File: config.mk
export PLATFORM = sky130hd
export DESIGN_NAME = mode_sequencer
export DESIGN_NICKNAME = d
export VERILOG_FILES = /design/src/rtl/mode_sequencer.sv
export SDC_FILE = /design/constraint.sdc
export NUM_CORES = 1
export LEC_CHECK = 0
export ABC_AREA = 1
export BUFFER_PORTS_ARGS = -buffer_cell sky130_fd_sc_hd__buf_4
export CORE_MARGIN = 2
export CORE_UTILIZATION = 45
export CTS_CLUSTER_DIAMETER = 60
export DETAILED_ROUTE_END_ITERATION = 7
export MAX_ROUTING_LAYER = met4
export PLACE_DENSITY = 0.68
export SLEW_MARGIN = 20
export SYNTH_ARGS = -nofsm -noshare
export SYNTH_HDL_FRONTEND = slang
export SYNTH_SLANG_ARGS = --single-unit
File: constraint.sdc
create_clock -name clk -period 5.78 [get_ports clk]
set_input_delay 0.867 -clock clk [delete_from_list [all_inputs] [get_ports clk]]
set_output_delay 0.867 -clock clk [all_outputs]
set_load 0.1 [all_outputs]
File: src/rtl/mode_sequencer.sv
`default_nettype none
// +----------------------------------------------------------------------------+
// | Module      : mode_sequencer                                               |
// | Description : Key-driven operating-mode selector with ack handshake,      |
// |               ack timeout, key lock and idle auto-return from settings.   |
// | Revision    : 1.0 - initial release                                       |
// +----------------------------------------------------------------------------+

module mode_sequencer #(
    parameter int NUM_MODES    = 6,
    parameter int MODE_W       = 4,
    parameter int DEFAULT_MODE = 0,
    parameter int SETTING_MODE = 5,
    parameter int NEXT_KEY     = 12,
    parameter int PREV_KEY     = 13,
    parameter int LOCK_KEY     = 15,
    parameter int ACK_TIMEOUT  = 1024,
    parameter int IDLE_TIMEOUT = 50_000_000
) (
    input  logic              clk,
    input  logic              rst_n,
    input  logic [15:0]       key_pulse,
    input  logic              mode_ack,
    output logic [MODE_W-1:0] current_mode,
    output logic [MODE_W-1:0] pending_mode,
    output logic              mode_req,
    output logic              mode_change,
    output logic              locked,
    output logic              ack_timeout
);

    localparam int c_ACK_W  = (ACK_TIMEOUT  > 1) ? $clog2(ACK_TIMEOUT)  : 1;
    localparam int c_IDLE_W = (IDLE_TIMEOUT > 1) ? $clog2(IDLE_TIMEOUT) : 1;

    localparam logic [c_ACK_W-1:0]  c_ACK_LAST  = c_ACK_W'(ACK_TIMEOUT - 1);
    localparam logic [c_IDLE_W-1:0] c_IDLE_LAST = c_IDLE_W'(IDLE_TIMEOUT - 1);
    localparam logic [MODE_W-1:0]   c_DEFAULT   = MODE_W'(DEFAULT_MODE);
    localparam logic [MODE_W-1:0]   c_SETTING   = MODE_W'(SETTING_MODE);
    localparam logic [MODE_W-1:0]   c_LAST_MODE = MODE_W'(NUM_MODES - 1);
    localparam logic [3:0]          c_NEXT_IDX  = 4'(NEXT_KEY);
    localparam logic [3:0]          c_PREV_IDX  = 4'(PREV_KEY);
    localparam logic [3:0]          c_LOCK_IDX  = 4'(LOCK_KEY);

    typedef enum logic [0:0] {
        ST_IDLE = 1'b0,
        ST_REQ  = 1'b1
    } state_t;

    state_t r_state;
    state_t w_state_nxt;

    logic [MODE_W-1:0]   r_current;
    logic [MODE_W-1:0]   r_pending;
    logic [MODE_W-1:0]   r_prev;
    logic                r_mode_req;
    logic                r_mode_change;
    logic                r_locked;
    logic                r_ack_timeout;
    logic [c_ACK_W-1:0]  r_ack_cnt;
    logic [c_IDLE_W-1:0] r_idle_cnt;

    logic                w_key_onehot;
    logic [3:0]          w_key_idx;
    logic                w_lock_hit;
    logic                w_key_valid;
    logic [MODE_W-1:0]   w_key_target;
    logic                w_idle_cond;
    logic                w_idle_fire;
    logic                w_start;
    logic [MODE_W-1:0]   w_start_target;
    logic                w_commit;
    logic                w_forced;

    // A press is only meaningful when exactly one key bit is set.
    always_comb begin
        w_key_onehot = (key_pulse != 16'd0) && ((key_pulse & (key_pulse - 16'd1)) == 16'd0);
        w_key_idx    = 4'd0;
        for (int i = 0; i < 16; i++) begin
            if (key_pulse[i]) begin
                w_key_idx = 4'(i);
            end
        end
        w_lock_hit = w_key_onehot && (w_key_idx == c_LOCK_IDX);
    end

    always_comb begin
        w_key_valid  = 1'b0;
        w_key_target = r_current;
        if (w_key_onehot && !r_locked) begin
            if (int'(w_key_idx) < NUM_MODES) begin
                w_key_valid  = 1'b1;
                w_key_target = MODE_W'(w_key_idx);
            end else if (w_key_idx == c_NEXT_IDX) begin
                w_key_valid  = 1'b1;
                w_key_target = (r_current == c_LAST_MODE) ? '0 : r_current + MODE_W'(1);
            end else if (w_key_idx == c_PREV_IDX) begin
                w_key_valid  = 1'b1;
                w_key_target = (r_current == '0) ? c_LAST_MODE : r_current - MODE_W'(1);
            end
        end
    end

    // Any key activity both blocks and restarts the auto-return count.
    assign w_idle_cond = (r_state == ST_IDLE) && (r_current == c_SETTING) && (key_pulse == 16'd0);
    assign w_idle_fire = w_idle_cond && (r_idle_cnt == c_IDLE_LAST);

    always_comb begin
        w_state_nxt    = r_state;
        w_start        = 1'b0;
        w_start_target = r_current;
        w_commit       = 1'b0;
        w_forced       = 1'b0;
        case (r_state)
            ST_IDLE: begin
                if (w_key_valid && (w_key_target != r_current)) begin
                    w_start        = 1'b1;
                    w_start_target = w_key_target;
                    w_state_nxt    = ST_REQ;
                end else if (w_idle_fire && (r_prev != r_current)) begin
                    w_start        = 1'b1;
                    w_start_target = r_prev;
                    w_state_nxt    = ST_REQ;
                end
            end
            ST_REQ: begin
                if (mode_ack) begin
                    w_commit    = 1'b1;
                    w_state_nxt = ST_IDLE;
                end else if (r_ack_cnt == c_ACK_LAST) begin
                    w_commit    = 1'b1;
                    w_forced    = 1'b1;
                    w_state_nxt = ST_IDLE;
                end
            end
            default: begin
                w_state_nxt = ST_IDLE;
            end
        endcase
    end

    always_ff @(posedge clk or negedge rst_n) begin
        if (!rst_n) begin
            r_state <= ST_IDLE;
        end else begin
            r_state <= w_state_nxt;
        end
    end

    always_ff @(posedge clk or negedge rst_n) begin
        if (!rst_n) begin
            r_current     <= c_DEFAULT;
            r_pending     <= c_DEFAULT;
            r_prev        <= c_DEFAULT;
            r_mode_req    <= 1'b0;
            r_mode_change <= 1'b0;
            r_locked      <= 1'b0;
            r_ack_timeout <= 1'b0;
            r_ack_cnt     <= '0;
            r_idle_cnt    <= '0;
        end else begin
            r_mode_change <= w_commit;
            r_ack_timeout <= w_forced;

            if (w_start) begin
                r_mode_req <= 1'b1;
                r_pending  <= w_start_target;
            end
            if (w_commit) begin
                r_mode_req <= 1'b0;
                r_current  <= r_pending;
                r_prev     <= r_current;
            end

            if (w_lock_hit) begin
                r_locked <= ~r_locked;
            end

            if (w_start || w_commit) begin
                r_ack_cnt <= '0;
            end else if (r_state == ST_REQ) begin
                r_ack_cnt <= r_ack_cnt + c_ACK_W'(1);
            end

            if (!w_idle_cond || w_idle_fire) begin
                r_idle_cnt <= '0;
            end else begin
                r_idle_cnt <= r_idle_cnt + c_IDLE_W'(1);
            end
        end
    end

    assign current_mode = r_current;
    assign pending_mode = r_pending;
    assign mode_req     = r_mode_req;
    assign mode_change  = r_mode_change;
    assign locked       = r_locked;
    assign ack_timeout  = r_ack_timeout;

endmodule

`default_nettype wire

==> results, run 1 <==
- After synthesis, flip-flops and latches occupy 36.03% of the total area.
- The mean routed wirelength per cell is 12.68 um.
- The area growth from synthesis to final layout is 11.73%.
- The top fanout value on the critical path is 10.
- Across the routed clock network, the largest skew measured is 0.01009 ns.
- The per-cell via count in the routed design is 5.175.
- Counting the buffers created by CTS gives 5.
- The deepest clock path buffer count is 2.
- At the pin with the least slew margin, the transition time is 0.8706 ns.
- The flow ran to the end, and the final reports show no timing, DRC or antenna violations.
- The later pin in the worst-skew pair is clocked with a latency of 0.30 ns.
- The critical path capture point type is a flip-flop.
- For hold timing, the worst endpoint is r_idle_cnt[0]$_DFF_PN0_.
- The placeable core region is 0.007807 mm^2.
- The final critical path takes up 51.64% of the cycle.
- In this run the vertical extent of the chip is 94.45 um.
- The met3 track demand over resource is 2.873%.
- The total wire length is 8482 um.
- The total via count in the routed design is 3462.
- Yosys mapped the design onto 41 distinct sky130hd cell types.
- STA classifies the critical path startpoint as a primary input.
- The signal on the critical path passes through buf_4 > nor2_2 > nand2_2 > nor2_4 > nand3_1 > nand2_1 > nand3_1 > nor2_2 > nand3_2 > nor2_8 > inv_2 > a21oi_2 > nand2_1 > nand3_1 > nand4_4 > nor2_8 > nand2_4 > nand3_1 > nand2_1.
- Once detail routing completed, the nets flagged for antenna violations numbered 0.
- The repair_antennas step left the layout with diodes totalling 0.
- The post-CTS setup-driven buffer insertion count is 0.
- The critical-path cell with the highest stage delay is nor2_2.
- The number of iterations in the first detailed-routing pass is 4.
- For this configuration, the core starts out at a cell density of 47.15%.
- The final setup TNS is 0 ns.
- A synthesized cell averages 6.855 um^2.
- The number of slew-limit violations in the final report came to 0.
- The delay of the slowest cell on the worst path is 0.22 ns.
- After detailed routing, the number of remaining DRC violations is 0.
- The via count of the first global-routing pass is 3282.
- Clock tree synthesis found a total of 53 sinks.
- The data required time of the critical path is 5.97 ns.
- Ranked by total cell area, the synthesized netlist is headed by dfrtp_1 (36%), nand2_1 (13%), inv_1 (8.7%), nand3_1 (5.7%), nor2_1 (5.7%).
- The first routing iteration left 247 violations.
- The startpoint of the worst hold path is r_idle_cnt[0]$_DFF_PN0_.
- The hold-fix buffer count after cts is 0.
- In this design, the largest share of critical-path delay is due to simple AND/OR/NAND/NOR gates.
- Global routing used 21.19% of the available tracks across all layers.
- The worst flop-to-flop path endpoint is r_idle_cnt[24]$_DFF_PN0_.
- In this run the most used layer during global routing was met2.
- For the worst flop-to-flop path, the logic depth is 16.
- The most used flip-flop cell after synthesis is dfrtp_1.
- The Yosys step of the flow raised 0 warnings.
- The net count after synthesis is 558.
- For this design the top-level I/O count stands at 31.
- The fraction of synthesized cell area taken by the top area cell type is 36.03%.
- The clock input transition at the sequential cells of the worst setup and hold paths is 0.10 ns.
- The count of nets after finishing is 587.
- After synthesis the cells add up to 0.003681 mm^2.
- The number of rows in the core area is 32.
- The max-capacitance violation count is 0.
- The final estimated routing congestion in global placement is 0.9281.
- The final cell utilization of the core is 52.68%.
- Gates resized during post-CTS repair numbered 0.
- From left edge to right edge, the die measures 94.45 um.
- Along the worst hold path, the cell count comes to 1.
- Yosys mapped a number of flops with a built-in enable equal to 0.
- TritonCTS built the clock tree.
- After synthesis, the share of flip-flops with an asynchronous set or reset is 100.0%.
- Entering global routing, the biggest net connects 54 pins.
- The first global-routing pass estimated 14950 um of wire.
- The power per cell area is 165.3 mW/mm^2.
- The worst reg-to-reg setup slack is 3.02 ns.
- The hold violation total from the final report was 0.
- The count of mapped cells out of synthesis is 537.
- The floorplan step defined a die boundary enclosing 0.008920 mm^2.
- Counting I/O delays and the setup requirement, the final critical path takes 2.985 ns.
- The post-detailed-placement half-perimeter wirelength is 6552 um.
- The peak ir drop on the vdd network is 0.1569 mV.
- The global-route met1 utilization is 29.02%.
- The count of H-tree levels built during CTS is 2.
- The clock root buffer is clkbuf_8.
- Cells with a size suffix above 1 make up 13.40% of the layout.
- The origin of the critical flop-to-flop path is r_idle_cnt[0]$_DFF_PN0_.
- In this run the tightest slew margin relative to its limit is 41.74%.
- The number of antenna violations at the first check in global routing came to 0.
- Setup repair after global routing left no endpoint under its margin.
- Counting flops and latches in the post-synthesis netlist gives 53.
- The critical path class is primary input to flip-flop.
- In the global route stage, met2 resource usage came out at 35.00%.
- The most frequent cell on the critical path is nand3_1.
- The count of endpoints failing setup in the final report is 0.
- The number of port buffers is 30.
- The area taken by multi-input logic gates is 0.001984 mm^2.
- The timing-limited maximum frequency is 0.3350 GHz.
- The total overflow left after global routing is 0.
- After filler insertion, the fill cell instance count of the layout stands at 768.
- The critical path contains buffers and inverters numbering 2 combined.
- The register area is 0.001326 mm^2.
- Data on the critical path arrives at its endpoint at 3.18 ns.
- The static leakage is 0.001980 uW.
- The path class of the tightest hold or removal check is flip-flop to flip-flop.
- The biggest area contributor in the post-synthesis netlist is dfrtp_1.
placed cells by master (no fill, tap or decap), types with 3 or more instances in the layout:
cell type,count
nand2_1,130
inv_1,85
nor2_1,56
dfrtp_1,53
nand3_1,42
o21ai_0,33
buf_4,30
a21oi_1,20
nor3_1,19
nand4_1,17
xor2_1,10
nor2_2,8
nor4_1,5
inv_2,5
clkbuf_8,5
o21ai_1,4
nand3_2,4
nor2_4,3
nand2_4,3
o21ai_2,3
a21oi_2,3
sequential cells by signal, indices dropped and copies added, names as in the netlist:
name and flops:
r_prev 4, pending_mode 4, ack_timeout 1, mode_change 1, current_mode 4, mode_req 1, locked 1, r_state 1
r_idle_cnt 26, r_ack_cnt 10
routing by layer:
layer  part of all wire (%)  up-vias
met3                    2.7        6
met4                   0.37        0
met2                     46       52
li1                       -     1796
met5                      0        -
met1                     51     1608
kinds of logic (layout without fill, tap and decap cells):
group | count (synthesis) | count (layout) | synth area share, %
XOR/XNOR | 12 | 12 | 2.855
AND/OR/NAND/NOR | 301 | 301 | 39.33
flip-flops | 53 | 53 | 36.03
buffers and inverters | 98 | 128 | 10.06
AO/OA/AOI/OAI | 71 | 71 | 11.05
adder cells (fa/ha/maj) | 2 | 2 | 0.6797
synthesized netlist by cell type, types with 2 or more instances:
master and instances:
a21oi_1 20, a21oi_2 3, clkbuf_1 6, dfrtp_1 53
ha_1 2, inv_1 85, inv_2 5, nand2_1 130
nand2_2 2, nand2_4 3, nand3_1 42, nand3_2 4
nand4_1 17, nor2_1 56, nor2_2 8, nor2_4 3
nor2_8 2, nor3_1 19, nor3_2 2, nor3b_1 2
nor4_1 5, o21a_1 2, o21ai_0 33, o21ai_1 4
o21ai_2 3, xnor2_1 2, xor2_1 10
through the flow:
| step | power (uW) | instance area, um^2 | hold slack, ns | setup slack, ns | std cells |
|---|---|---|---|---|---|
| CTS | 685.1 | 4113 | 0.4610 | 2.812 | 669 |
| detailed placement | 431.6 | 4001 | 0.4475 | 2.495 | 661 |
| finish | 679.7 | 4113 | 0.4559 | 2.795 | 669 |
| global route | 707.3 | 4113 | 0.4869 | 2.485 | 669 |
| floorplan | 404.4 | 3681 | 0.4251 | 2.944 | 537 |
| global placement | 431.7 | 4001 | 0.4502 | 2.487 | 661 |
area by class of cell:
cell class              instances  area share, %
flip-flops and latches         53          32.25
repair buffers                 30          5.476
well taps                     102          3.103
inverters                      90          8.214
multi-input cells             386          48.25
clock inverters                 2         0.9431
clock buffers                   6          1.765
how the worst max path moves through the flow:
stage,from,end,slack (ns),depth (start not counted)
global placement,key_pulse[10],r_ack_cnt[8]$_DFFE_PN0P_,2.49,19
detailed placement,key_pulse[6],r_ack_cnt[5]$_DFFE_PN0P_,2.49,19
global route,r_idle_cnt[0]$_DFF_PN0_,r_idle_cnt[24]$_DFF_PN0_,2.48,16
CTS,key_pulse[6],r_ack_cnt[8]$_DFFE_PN0P_,2.81,19
finish,key_pulse[6],r_ack_cnt[8]$_DFFE_PN0P_,2.80,19
floorplan,current_mode[2]$_DFFE_PN0P_,r_ack_cnt[2]$_DFFE_PN0P_,2.94,15
power by group:
part	leakage, uW	internal (uW)	switching [uW]	total [uW]
sequential	0.000730	371	0.126	371
clock	0.0000554	130	125	255
combinational	0.00119	18.2	35.7	53.9
total	0.00198	519	161	680
worst reg2reg max path: cells and delay by family, from the launching register on:
kind	cells	cell delay, ns
fa+ha+maj	1	0.17
compound gates	2	0.27
flops	1	0.38
buf+inv	2	0.22
simple gates	11	1.67
Note: power is estimated with default switching activity, not from simulation.
==> run 2, diff against run 1 <==
- PLACE_DENSITY: 0.68 -> 0.7
- clock period: 5.78 -> 2.5 ns (I/O delays scaled with it)
==> results, run 2 (synthesis results as in run 1) <==
- The run finished, with violations left.
- The final reports fail on negative setup slack.
- The register with the most flip-flops is r_idle_cnt.
- Setup repair after global routing could not meet its margin everywhere.
- The total via count in the routed design is 3810.
- The initial utilization of the core area, before any placement, comes to 47.15%.
- The overall overflow remaining after global route is 0.
- The worst register-to-register path begins at r_idle_cnt[0]$_DFF_PN0_.
- Global routing used 22.86% of the available tracks across all layers.
- The first detailed-routing pass took 5 iterations.
- The total number of clock tree sinks is 53.
- Using the TritonRoute via totals, the vias-per-cell ratio works out to 5.205.
- The critical path arrival is 2.79 ns.
- The worst setup path is captured at a flip-flop.
- The die covers 0.008920 mm^2.
- The number of top-level pins is 31.
- Headroom to the max-slew limit came out at 56.02%.
- The power per cell area is 312.5 mW/mm^2.
- The maximum number of pins on one net before global-route repair is 54.
- The post-route non-filler standard cell count is 732.
- Registers take 0.001339 mm^2.
- The fraction of layout instances using a drive strength above 1 is 30.16%.
- In the routed design, unresolved DRC markers number 0.
- The number of inserted filler cells in the final layout is 684.
- The critical path class is flip-flop to flip-flop.
- Setup violations remaining at the end of the flow were counted as 1.
- The number of antenna violations at the first check in global routing is 0.
- The critical path launch point type is a flip-flop.
- The post-detailed-placement half-perimeter wirelength is 7003 um.
- The transition time at the pin with the least slew margin is 0.6598 ns.
- The worst reg-to-reg setup slack is -0.03 ns.
- The number of cells on the worst reg-to-reg path is 16.
- In the final layout, the multi-input gates occupy 0.002222 mm^2.
- 0 antenna diodes ended up in the layout.
- The clock root buffer is clkbuf_8.
- The max-capacitance violation count is 0.
- The clock input transition at the sequential cells of the worst setup and hold paths is 0.10 ns.
- The number of placed instances, taps included, is 714.
- The area growth from synthesis to layout is 32.60%.
- Clock latency on the worst-skew pair, taken at its later pin, is 0.31 ns.
- The end point of the critical path is r_idle_cnt[24]$_DFF_PN0_.
- In this run the worst path has a maximum fanout of 3.
- The static leakage is 0.002374 uW.
- The first routing iteration left 222 violations.
- The first-pass GRT wire length is 15880 um.
- For the worst setup path, the data required time is 2.76 ns.
- The largest registers in the layout are r_idle_cnt: 26 flops, r_ack_cnt: 10 flops.
- The number of port buffers is 30.
- Measured along the x axis, the die boundary spans 94.45 um.
- The CTS tree is yes.
- The number of slew-limit violations in the final report came to 0.
- The clock arrives with 0.01317 ns of skew.
- The via count of the first global-routing pass is 3637.
- The deepest clock path buffer count is 2.
- In the post-route analysis, the smallest setup slack over all paths is -0.03376 ns.
- The number of nets still failing antenna checks after routing is 0.
- The total wire length is 9527 um.
- Buffers inserted during clock tree synthesis total 5.
- Routability-driven placement finished with a final weighted congestion of 0.9760.
- Leaving out fill and tap cells, the most frequent cell in the layout is nand2_1.
- The count of nets after finishing is 650.
- The hold violation total from the final report is 0.
- The vertical die dimension is 94.45 um.
- The number of rows in the core area is 32.
- The number of flip-flops under the largest register name is 26.
- The peak ir drop on the vdd network is 0.2490 mV.
- In this run the worst setup path begins at r_idle_cnt[0]$_DFF_PN0_.
- The region available for standard cell placement spans 0.007807 mm^2.
- Dividing the detail-routed wire length by the instance count gives 13.02 um.
- CTS built an H-tree with a depth of 2.
- The minimum clock period after layout is 2.534 ns.
- Based on the critical path, the design can be clocked at up to 0.3947 GHz.
- The worst flop-to-flop path endpoint is r_idle_cnt[24]$_DFF_PN0_.
- The worst hold path belongs to the class primary input to asynchronous set/reset pin.
- Leaving out fill and tap cells, the most frequent cells in the layout are nand2_1 (113), buf_4 (82), inv_1 (81), nor2_1 (50), dfrtp_1 (49).
- The pre-CTS worst setup slack is -0.1989 ns.
- For this run, the share of the core covered by cells in the final layout is 62.52%.
- The ratio of final minimum period to clock period is 101.4%.
## run 2: layout make-up
type / count / share of cell area (%)
timing repair buffer: 93 / 15.59
clock buffer: 7 / 1.769
clock inverter: 1 / 0.1538
tap: 102 / 2.615
multi-input combinational: 386 / 45.53
inverter: 90 / 6.921
sequential: 53 / 27.43
## run 2: power breakdown
| group | internal [uW] | total, uW | switching (uW) |
|---|---|---|---|
| Clock | 226 | 505 | 280 |
| Sequential | 857 | 857 | 0.286 |
| Combinational | 70.6 | 163 | 92.5 |
## run 2: repair_timing
| action | in CTS | in global routing |
|---|---|---|
| hold buffers | 0 | 0 |
| gates resized for setup | 1 | 72 |
| setup endpoints to repair | 1 | 20 |
| buffers inserted | 0 | 10 |
| pin swaps | 0 | 37 |
## run 2: worst min-delay path by stage
stage                                  from                        to  slack [ns]  cells after the start
finish                                rst_n   r_idle_cnt[7]$_DFF_PN0_        0.08                      1
global route                          rst_n  r_idle_cnt[14]$_DFF_PN0_        0.14                      1
CTS                                   rst_n  r_idle_cnt[14]$_DFF_PN0_        0.11                      1
detailed placement  r_idle_cnt[0]$_DFF_PN0_   r_idle_cnt[0]$_DFF_PN0_        0.45                      1
global placement    r_idle_cnt[0]$_DFF_PN0_   r_idle_cnt[0]$_DFF_PN0_        0.44                      1
floorplan                             rst_n     ack_timeout$_DFF_PN0_        0.08                      0
## run 2: critical path: stages (launching register included)
cell and delay [ns]:
dfrtp_1 0.40, ha_2 0.19, nand2_1 0.07, nor2_2 0.13, inv_2 0.07, nor3_4 0.19, nand2_2 0.11, nor3_4 0.23
nand2_2 0.11, nor2_4 0.14, nand2_2 0.08, inv_2 0.07, nand3_2 0.08, nor3_2 0.25, nand2_1 0.12, a21oi_2 0.12
o21a_1 0.12
## run 2: through the flow
stage | hold slack (ns) | setup TNS, ns | cell area (um^2) | total power, uW
floorplan | 0.07941 | 0 | 3694 | 935.0
global placement | 0.4372 | -1.738 | 4424 | 1025
detailed placement | 0.4526 | -2.169 | 4424 | 1026
CTS | 0.1138 | 0 | 4523 | 1531
global route | 0.1431 | -1.731 | 4881 | 1595
finish | 0.08202 | -0.03376 | 4881 | 1525
## run 2: routing by layer
metal,vias to the layer above,GRT usage [%],wire length [um]
met5,-,-,0
met1,1785,31.09,4390
met3,13,3.671,466
li1,1916,-,-
met4,0,4.952,105
met2,96,36.31,4564
==> run 3, diff against run 2 <==
- GPL_TIMING_DRIVEN: unset -> 0
==> results, run 3 (synthesis results as in run 1) <==
- From left edge to right edge, the die measures 94.45 um.
- The total number of clock tree sinks is 53.
- The relative contribution of sequential cells to total power is 57.5%.
- The largest registers in the layout are r_idle_cnt: 26 flops, r_ack_cnt: 10 flops.
- After global routing the overflow that remains totals 0.
- Grouping stages by cell kind, the critical path spends the most delay in simple AND/OR/NAND/NOR gates.
- The relative slew slack is 55.19%.
- The top fanout value on the critical path is 3.
- For the pin with the worst max-slew slack, the measured transition is 0.6721 ns.
- The signal on the critical path passes through and3_4 > nand2_2 > inv_2 > nand2_2 > nor2_2 > inv_1 > nor3_2 > nand2_1 > nor2_1 > nand2_2 > nor4_4 > nand3_2 > nor2_4 > nand3_1 > nor2_1 > a21oi_1.
- The die is 94.45 um tall.
- The detailed router's first-iteration violation count is 205.
- The critical path arrival is 2.63 ns.
- Timing would allow up to 0.4100 GHz.
- The peak ir drop on the vdd network is 0.3377 mV.
- The number of port buffers is 30.
- Once routing completed, OpenROAD measured the worst setup slack at 0.06114 ns.
- The wire-length estimate of the detail-placed layout is 6355 um.
- The number of slew-limit violations in the final report is 0.
- The switching power total is 363.0 uW.
- The per-cell via count in the routed design is 5.300.
- In this run, CTS created clock tree buffers numbering 5.
- The final setup skew is 0.01001 ns.
- The number of antenna violations at the first check in global routing is 0.
- The deepest clock path buffer count is 2.
- The critical path launch point type is a flip-flop.
- The core region is 0.007807 mm^2.
- The clock network is responsible for 32.9% of the overall power.
- The clock input transition at the sequential cells of the worst setup and hold paths is 0.09 ns.
- The critical path class is flip-flop to flip-flop.
- The minimum clock period after layout is 2.439 ns.
- The first-pass GRT wire length is 14000 um.
- The via count of the first global-routing pass is 3236.
- The internal power of the cells is 1128 uW.
- The top cell types in the final layout, fill and taps aside, are nand2_1 (116), inv_1 (81), buf_4 (54), dfrtp_1 (49), nor2_1 (45).
- 0 antenna diodes ended up in the layout.
- At the end of routability-driven placement, the weighted congestion stood at 0.9052.
- After detailed routing, the number of remaining DRC violations is 0.
- The mean routed wirelength per cell is 13.08 um.
- The number of rows in the core area is 32.
- The clock root buffer is clkbuf_8.
- STA classifies the critical path endpoint as a flip-flop.
- The library cell used most frequently in the layout, excluding fill and tap cells, is nand2_1.
- The die covers 0.008920 mm^2.
- In this run the remaining antenna-violating nets after routing total 0.
- The first TritonRoute pass finished after 7 iterations.
- The buffering stage count on the worst path with inverters included is 2.
- The pre-CTS worst setup slack is -0.3190 ns.
- Cells fill 59.41% of the core in the end.
- Fill cells in the final layout number 729.
- Among all stages on the critical path, the largest delay is contributed by dfrtp_1.
- The CTS tree is yes.
- The count of nets after finishing is 620.
- The fraction of layout instances using a drive strength above 1 is 26.88%.
- Ranked by flip-flop count, first place goes to r_idle_cnt.
- The share of total power in combinational logic is 9.6%.
- The register with the most flip-flops in the layout has 26 of them.
- The starting density of the core is 47.15%.
- The max-capacitance violation count is 0.
- The data required time of the critical path is 2.69 ns.
- The maximum number of pins on one net before global-route repair is 54.
- The ratio of final minimum period to clock period is 97.55%.
- The area growth from synthesis to final layout is 26.00%.
- The most frequent cell on the critical path is nand2_2.
- The run finished with clean final reports.
- Power spread over the standard cell area amounts to 321.5 mW/mm^2.
- Setup repair after global routing could not meet its margin everywhere.
- Detailed routing inserted a total of 3715 vias.
- The hold violation total from the final report was 0.
- Setup violations remaining at the end of the flow were counted as 0.
- Net switching is 24.34% of the power.
- The type of the worst min-delay path is primary input to asynchronous set/reset pin.
- The H-tree was split into 2 levels.
- The routed design has 9166 um of wire.
- The static leakage is 0.002202 uW.
- The overall fraction of global-route tracks in use is 19.66%.
- Buffers inserted to repair hold after CTS numbered 0.
- The number of top-level pins is 31.
- The insertion delay of the later-clocked pin in the worst-skew pair is 0.30 ns.
- In this design, the stage delay of the slowest critical-path cell is 0.39 ns.
## run 3: metal layers
layer	vias to the layer above	global-route usage, %	routed length [um]
met5	-	-	0
met4	0	2.174	50
met3	8	2.634	404
met2	94	33.45	4518
met1	1760	26.03	4194
li1	1853	-	-
## run 3: final cells by class
class | count | area [um^2] | share of cell area, %
Buffer | 3 | 13.76 | 0.2967
Sequential cell | 53 | 1339 | 28.86
Tap cell | 102 | 127.6 | 2.752
Clock inverter | 1 | 7.507 | 0.1619
Inverter | 90 | 337.8 | 7.284
Clock buffer | 6 | 82.58 | 1.780
Timing Repair Buffer | 59 | 465.4 | 10.04
Multi-Input combinational cell | 387 | 2265 | 48.83
## run 3: power by group through the flow
stage               registers (uW)  clock network [uW]  logic, uW
floorplan                      875                   0       59.8
global placement               874                   0        120
detailed placement             874                   0        123
CTS                            857                 508        123
global route                   857                 531        160
finish                         857                 491        144
## run 3: path summary, 6_finish.rpt
kind                                          start                     endpoint  slack, ns  depth (start not counted)
min                                           rst_n     r_idle_cnt[14]$_DFF_PN0_       0.10                          1
min reg2reg                r_idle_cnt[25]$_DFF_PN0_     r_idle_cnt[25]$_DFF_PN0_       0.50                          1
max reg2reg                 r_idle_cnt[2]$_DFF_PN0_     r_idle_cnt[25]$_DFF_PN0_       0.06                         16
max                         r_idle_cnt[2]$_DFF_PN0_     r_idle_cnt[25]$_DFF_PN0_       0.06                         16
min in group clk                           mode_ack        ack_timeout$_DFF_PN0_       0.25                          2
max in group asynchronous                     rst_n  current_mode[0]$_DFFE_PN0P_       1.88                          1
## run 3: metrics by stage
step	TNS [ns]	total power, uW	area (um^2)	hold slack (ns)	instances
floorplan	0	935.0	3694	0.07941	537
global placement	-4.329	994.0	4046	0.4366	669
detailed placement	-5.025	996.8	4046	0.4459	669
CTS	-0.004789	1487	4215	0.1251	679
global route	-0.7446	1548	4638	0.1627	701
finish	0	1491	4638	0.1043	701
## run 3: what timing repair did
item | in CTS | in global routing
resized for setup | 12 | 64
cloned | 0 | 1
pin swaps | 4 | 36
endpoints found under the setup margin | 12 | 39
setup buffers | 5 | 24
## run 3: worst reg2reg max path: cells and delay by family (launching register included)
| family | cells | cell delay, ns |
|---|---|---|
| and+or+nand+nor | 13 | 1.75 |
| buffers and inverters | 2 | 0.13 |
| AOI/OAI and AO/OA | 1 | 0.07 |
| DFF | 1 | 0.39 |
